## config.mk

```make
export PLATFORM = sky130hd
export DESIGN_NAME = data_mem_responder
export DESIGN_NICKNAME = d
export VERILOG_FILES = /design/src/rtl/mips_mem_pkg.sv /design/src/rtl/mem_array.sv /design/src/rtl/data_mem_responder.sv
export SDC_FILE = /design/constraint.sdc
export NUM_CORES = 2
export LEC_CHECK = 0
export BUFFER_PORTS_ARGS = -buffer_cell sky130_fd_sc_hd__clkbuf_2
export CAP_MARGIN = 15
export CORE_MARGIN = 2
export CORE_UTILIZATION = 45
export CTS_CLUSTER_DIAMETER = 50
export DETAILED_ROUTE_END_ITERATION = 10
export GPL_ROUTABILITY_DRIVEN = 0
export PLACE_DENSITY = 0.56
export REMOVE_ABC_BUFFERS = 1
export SYNTH_ARGS = -nofsm -noshare
export SYNTH_HDL_FRONTEND = slang
export SYNTH_HIERARCHICAL = 1
export SYNTH_SLANG_ARGS = --single-unit
```

## constraint.sdc

```tcl
create_clock -name clk -period 44.2 [get_ports clk]
set_clock_uncertainty 0.2 [all_clocks]
set_input_delay 6.63 -clock clk [delete_from_list [all_inputs] [get_ports clk]]
set_output_delay 6.63 -clock clk [all_outputs]
set_load 0.05 [all_outputs]
```

## src/rtl/mips_mem_pkg.sv

```systemverilog
// Shared definitions for the MIPS core's memory-side responders:
// FSM states, default latency and response error codes.
package mips_mem_pkg;

    typedef enum logic [1:0] {
        IDLE = 2'd0,
        WAIT = 2'd1,
        RESP = 2'd2
    } mem_state_t;

    localparam int DEFAULT_WAIT_CYCLES = 2;

    localparam logic RESP_ERR_NONE = 1'b0;
    localparam logic RESP_ERR_ADDR = 1'b1;

    // A word access is illegal if it is not word aligned or lies beyond the array.
    function automatic logic addr_fault(input logic [31:0] addr, input int unsigned addr_width);
        return (addr[1:0] != 2'b00) || ((addr >> (addr_width + 2)) != 32'd0);
    endfunction

endpackage

```

## src/rtl/mem_array.sv

```systemverilog
// Word array with one write port, one registered read port and an
// asynchronous clear of both the storage and the read register.
module mem_array #(
    parameter int ADDR_WIDTH = 5,
    parameter int DATA_WIDTH = 32
) (
    input  logic                  clk,
    input  logic                  reset,
    input  logic                  wr_en,
    input  logic [ADDR_WIDTH-1:0] wr_addr,
    input  logic [DATA_WIDTH-1:0] wr_data,
    input  logic                  rd_en,
    input  logic                  rd_clr,
    input  logic [ADDR_WIDTH-1:0] rd_addr,
    output logic [DATA_WIDTH-1:0] rd_data
);

    localparam int DEPTH = 1 << ADDR_WIDTH;

    logic [DATA_WIDTH-1:0] mem [DEPTH];

    always_ff @(posedge clk or posedge reset) begin
        if (reset) begin
            for (int i = 0; i < DEPTH; i++) begin
                mem[i] <= '0;
            end
        end else if (wr_en) begin
            mem[wr_addr] <= wr_data;
        end
    end

    // rd_en wins over rd_clr; the two are never requested together.
    always_ff @(posedge clk or posedge reset) begin
        if (reset) begin
            rd_data <= '0;
        end else if (rd_en) begin
            rd_data <= mem[rd_addr];
        end else if (rd_clr) begin
            rd_data <= '0;
        end
    end

endmodule

```

## src/rtl/data_mem_responder.sv

```systemverilog
// Data-port memory responder: one load/store at a time with WAIT_CYCLES of latency.
// Handshake: a channel transfers on a rising edge where valid && ready; the payload holds until then.
module data_mem_responder
    import mips_mem_pkg::*;
#(
    parameter int ADDR_WIDTH  = 5,
    parameter int WAIT_CYCLES = DEFAULT_WAIT_CYCLES
) (
    input  logic        clk,
    input  logic        reset,
    input  logic        req_valid,
    input  logic        req_write,
    input  logic [31:0] req_addr,
    input  logic [31:0] req_wdata,
    output logic        req_ready,
    output logic        resp_valid,
    output logic [31:0] resp_rdata,
    output logic        resp_err,
    input  logic        resp_ready
);

    localparam int CNT_W = (WAIT_CYCLES > 0) ? $clog2(WAIT_CYCLES + 1) : 1;
    localparam logic [CNT_W-1:0] CNT_LOAD = CNT_W'(WAIT_CYCLES);
    localparam logic [CNT_W-1:0] CNT_ONE  = CNT_W'(1);

    mem_state_t state_q, state_d;
    logic [CNT_W-1:0] cnt_q, cnt_d;

    logic                  cap_write;
    logic                  cap_err;
    logic [ADDR_WIDTH-1:0] cap_index;
    logic [31:0]           cap_wdata;
    logic                  resp_valid_q;
    logic                  resp_err_q;

    logic                  req_fault;
    logic [ADDR_WIDTH-1:0] req_index;
    logic                  accept;
    logic                  enter_resp;
    logic                  leave_resp;

    logic                  txn_write;
    logic                  txn_err;
    logic [ADDR_WIDTH-1:0] txn_index;
    logic [31:0]           txn_wdata;

    logic                  mem_wr_en;
    logic                  mem_rd_en;
    logic                  mem_rd_clr;

    assign req_index = req_addr[ADDR_WIDTH+1:2];
    assign req_fault = addr_fault(req_addr, ADDR_WIDTH);

    // With no wait states RESP is entered on the accept edge, so the live request is used.
    assign txn_write = (state_q == IDLE) ? req_write : cap_write;
    assign txn_err   = (state_q == IDLE) ? req_fault : cap_err;
    assign txn_index = (state_q == IDLE) ? req_index : cap_index;
    assign txn_wdata = (state_q == IDLE) ? req_wdata : cap_wdata;

    always_comb begin
        state_d    = state_q;
        cnt_d      = cnt_q;
        accept     = 1'b0;
        enter_resp = 1'b0;
        leave_resp = 1'b0;
        case (state_q)
            IDLE: begin
                if (req_valid) begin
                    accept = 1'b1;
                    if (WAIT_CYCLES == 0) begin
                        state_d    = RESP;
                        enter_resp = 1'b1;
                    end else begin
                        state_d = WAIT;
                        cnt_d   = CNT_LOAD;
                    end
                end
            end
            WAIT: begin
                cnt_d = cnt_q - CNT_ONE;
                if (cnt_q == CNT_ONE) begin
                    state_d    = RESP;
                    enter_resp = 1'b1;
                end
            end
            RESP: begin
                if (resp_ready) begin
                    state_d    = IDLE;
                    leave_resp = 1'b1;
                end
            end
            default: begin
                state_d = IDLE;
            end
        endcase
    end

    always_ff @(posedge clk or posedge reset) begin
        if (reset) begin
            state_q <= IDLE;
            cnt_q   <= '0;
        end else begin
            state_q <= state_d;
            cnt_q   <= cnt_d;
        end
    end

    always_ff @(posedge clk or posedge reset) begin
        if (reset) begin
            cap_write <= 1'b0;
            cap_err   <= 1'b0;
            cap_index <= '0;
            cap_wdata <= '0;
        end else if (accept) begin
            cap_write <= req_write;
            cap_err   <= req_fault;
            cap_index <= req_index;
            cap_wdata <= req_wdata;
        end
    end

    always_ff @(posedge clk or posedge reset) begin
        if (reset) begin
            resp_valid_q <= 1'b0;
            resp_err_q   <= RESP_ERR_NONE;
        end else if (enter_resp) begin
            resp_valid_q <= 1'b1;
            resp_err_q   <= txn_err ? RESP_ERR_ADDR : RESP_ERR_NONE;
        end else if (leave_resp) begin
            resp_valid_q <= 1'b0;
            resp_err_q   <= RESP_ERR_NONE;
        end
    end

    // Store commits on RESP entry, so it is visible before its response is seen.
    assign mem_wr_en  = enter_resp && txn_write && !txn_err;
    assign mem_rd_en  = enter_resp && !txn_write && !txn_err;
    assign mem_rd_clr = (enter_resp && (txn_write || txn_err)) || leave_resp;

    mem_array #(
        .ADDR_WIDTH(ADDR_WIDTH),
        .DATA_WIDTH(32)
    ) u_mem_array (
        .clk    (clk),
        .reset  (reset),
        .wr_en  (mem_wr_en),
        .wr_addr(txn_index),
        .wr_data(txn_wdata),
        .rd_en  (mem_rd_en),
        .rd_clr (mem_rd_clr),
        .rd_addr(txn_index),
        .rd_data(resp_rdata)
    );

    assign req_ready  = (state_q == IDLE);
    assign resp_valid = resp_valid_q;
    assign resp_err   = resp_err_q;

endmodule
```

==> results.toml <==
[power_and_ir_drop]
pwr_density_cell_nw_per_um2 = 56.3
net-switching-power_mw = 1.16
p_int_mw = 2.03
ir_drop_v = 0.0000584
switching_share_pct = 36.3
seq_power_share_pct = 33.2
p_clk_share_pct = 34.8
total_leakage_power_nw = 27.9
power.share.combinational_pct = 31.9

[routing]
via_per_inst = 5.93
wl_per_cell_um = 28.5
drt_first_iter_violations = 1841
post_route_drc_violation_count = 0
finalWirelength_mm = 141
drt.antenna.violating_nets = 0
detailedRoute.firstPassIterationCount = 7
dr_total_vias = 29352

[floorplan]
io-pin-count = 104
floorplan.die.width_um = 339
die_ar_um2 = 115000
initial_cell_density_of_the_core_pct = 45.4
die_height_um = 339
num_rows = 122
core_area_um2 = 111000

[logic_synthesis]
synth.cell_area_um2 = 50400
number_of_instances_in_the_synthesized_netlist = 3369
synthesis.yosys.warnings = 6
postSynthRegisterBits = 1101
ranking_of_synthesized_cells_by_area = "dfrtp_1 (55%), mux2_2 (26%), mux4_2 (5.6%), mux2i_1 (4.1%), clkbuf_1 (1.2%)"
postSynthAreaPerCell_um2 = 14.9
yosysSeqAreaShare_pct = 54.7
post_synth_most_frequent_cells = "mux2_2 (1,174), dfrtp_1 (1,101), mux2i_1 (208)"
netlist-cell-type-count = 43
synthArstFlopShare_pct = 100
synth.top_cell.area_share_pct = 54.7
synth.most_common_cell = "mux2_2"
synth_edf_count = 0
synth-main-ff-cell = "dfrtp_1"
synth.largest_area_cell = "dfrtp_1"

[worst_setup_path]
r2r_setup_slack_ns = 38.84
setup.worst_path.class = "in2async"
worst_setup_path_end_kind = "async pin"
highest_net_fanout_along_the_worst_path = 202
crit_arrival_ns = 11.00
reg_to_reg_critical_path_startpoint = "state_q[0]"
r2r.worst_path.cells = 8
crit_path_start_kind = "input port"
worst_reg2reg_path_endpoint = "u_mem_array/rd_data[21]"
worstPathRequired_ns = 44.70

[cells_and_area]
number_of_fillers_in_the_final_layout = 9326
diode_insertion_count_for_antenna_repair = 0
layout-drive-gt1-share_pct = 51.1
area_growth_pct = 12.5
final_area_um2 = 56600
post-route-util_pct = 51.1
nets = 3434

[global_route]
grt_antenna_before_repair = 0
grt_pass1_wl_mm = 212
grt_pass1_vias = 32011
global_route.overflow_total = 0
grtUsageTotal_pct = 24.7
grt_max_degree = 203

[clock_network]
cts_buffer_depth = 3
clock_sinks = 1101
number_of_buffers_added_for_setup_after_cts = 0
clock_slew_at_the_register_clock_pins_of_the_worst_setup_and_hold_paths_ns = 0.05
cts_hold_buffers = 0
cts_made_buffers = 137
post_cts.resized_instances = 0
clock_root_cell = "clkbuf_16"
clock_tree_from_tritoncts = "done"
clock_tree.htree_level_count = 4
insertion_delay_ns = 0.73

[sta]
period_needed_ns = 10.50
max_freq_mhz = 95.2
max_slew_margin_pct = 17.4
final_hold_viol_count = 0
setup_ws_ns = 33.70
period_share_pct = 23.8
finalMaxSlewViolations = 0
setup_violations = 0
timing_worst_slew_pin_value_ns = 1.24
post_route_setup_tns_ns = 0
setup_repair_after_global_routing_missed_its_margin = "no"

[placed_design]
dp_hpwl_mm = 82.5
placed_area_um2 = 52100
placement.setup.worst_slack_ns = 32.64
port-buffer-count = 103

[hold_path]
worst_hold_path.num_cells = 1
min_path_type = "reg2reg"
worst_hold_startpoint = "cnt_q[1]"
holdPathEnd = "cnt_q[1]"

[run_status]
run_status = "completed"

[run]
timing.max_cap.violations = 0
-- layout by cell type, fill, tap and decap left out, types with 22 or more instances in the layout --
cell type | netlist | routed
mux4_2 | 125 | 125
clkbuf_16 | 0 | 143
clkbuf_1 | 160 | 30
a21oi_1 | 53 | 53
o221ai_1 | 32 | 32
a22o_1 | 32 | 32
o22ai_1 | 33 | 33
o21ai_1 | 32 | 32
dfrtp_1 | 1101 | 1101
nand2_1 | 67 | 49
clkbuf_2 | 0 | 103
a221oi_1 | 49 | 49
nor2_1 | 40 | 22
buf_4 | 18 | 61
mux2i_1 | 208 | 208
mux2_4 | 38 | 40
mux2_2 | 1174 | 1170
-- how the worst max path moves through the flow --
stage / start / end / slack, ns
after CTS: reset / u_mem_array/mem[658] / 33.41
after global placement: reset / u_mem_array/mem[561] / 32.90
final: reset / u_mem_array/mem[754] / 33.70
after detailed placement: reset / u_mem_array/mem[689] / 32.64
after floorplan: reset / u_mem_array/mem[0] / 7.65
after global routing: reset / u_mem_array/mem[754] / 32.89
-- per-stage QoR --
step	power, mW	hold slack (ns)	instances
final	3.19	0.294	4951
after global routing	3.32	0.307	4951
after floorplan	1.79	0.257	3050
after global placement	2.08	0.274	4704
after detailed placement	2.10	0.280	4712
after CTS	3.22	0.292	4950
-- layout make-up --
cell class	instances	area, um^2	share of cell area, %
Clock inverter	48	581	1.02
Sequential cell	1101	27600	48.6
Multi-Input combinational cell	1944	21500	37.9
Timing Repair Buffer	175	1210	2.13
Tap cell	1488	1860	3.29
Clock buffer	190	3930	6.93
Inverter	5	26.3	0.0464
-- worst max-delay path: stages --
cell	delay, ns
clkbuf_2	0.14
inv_8	0.54
buf_12	0.67
buf_4	0.89
buf_4	0.90
buf_4	0.89
-- cell families after synthesis --
group	Yosys count	share of synthesized area, %
flip-flops	1101	54.7
buffers and inverters	324	3.18
AO/OA/AOI/OAI	252	3.57
AND/OR/NAND/NOR	143	1.26
multiplexers	1548	37.3
adder cells (fa/ha/maj)	1	0.0248
-- flip-flops by register name (all words and copies together) (netlist names) --
| register | flops |
|---|---|
| resp_err | 1 |
| u_mem_array/mem | 1024 |
| cap_index | 5 |
| resp_valid | 1 |
| cap_wdata | 32 |
| cnt_q | 2 |
| u_mem_array/rd_data | 32 |
| state_q | 2 |
| cap_write | 1 |
| cap_err | 1 |
-- power by group through the flow --
| stage | Sequential (mW) | Clock [mW] | Combinational, mW |
|---|---|---|---|
| after floorplan | 1.08 | 0 | 0.710 |
| after global placement | 1.07 | 0 | 1.01 |
| after detailed placement | 1.08 | 0 | 1.02 |
| after CTS | 1.06 | 1.14 | 1.03 |
| after global routing | 1.06 | 1.18 | 1.08 |
| final | 1.06 | 1.11 | 1.02 |
-- metal layers --
layer,vias to the layer above,global-route usage (%),wire [um]
met2,617,41.1,69100
met4,0,8.23,4290
met3,227,4.01,5720
met1,16051,33.0,62100
met5,-,0,0
li1,12457,-,-
Power figures use the tool's default switching activity.
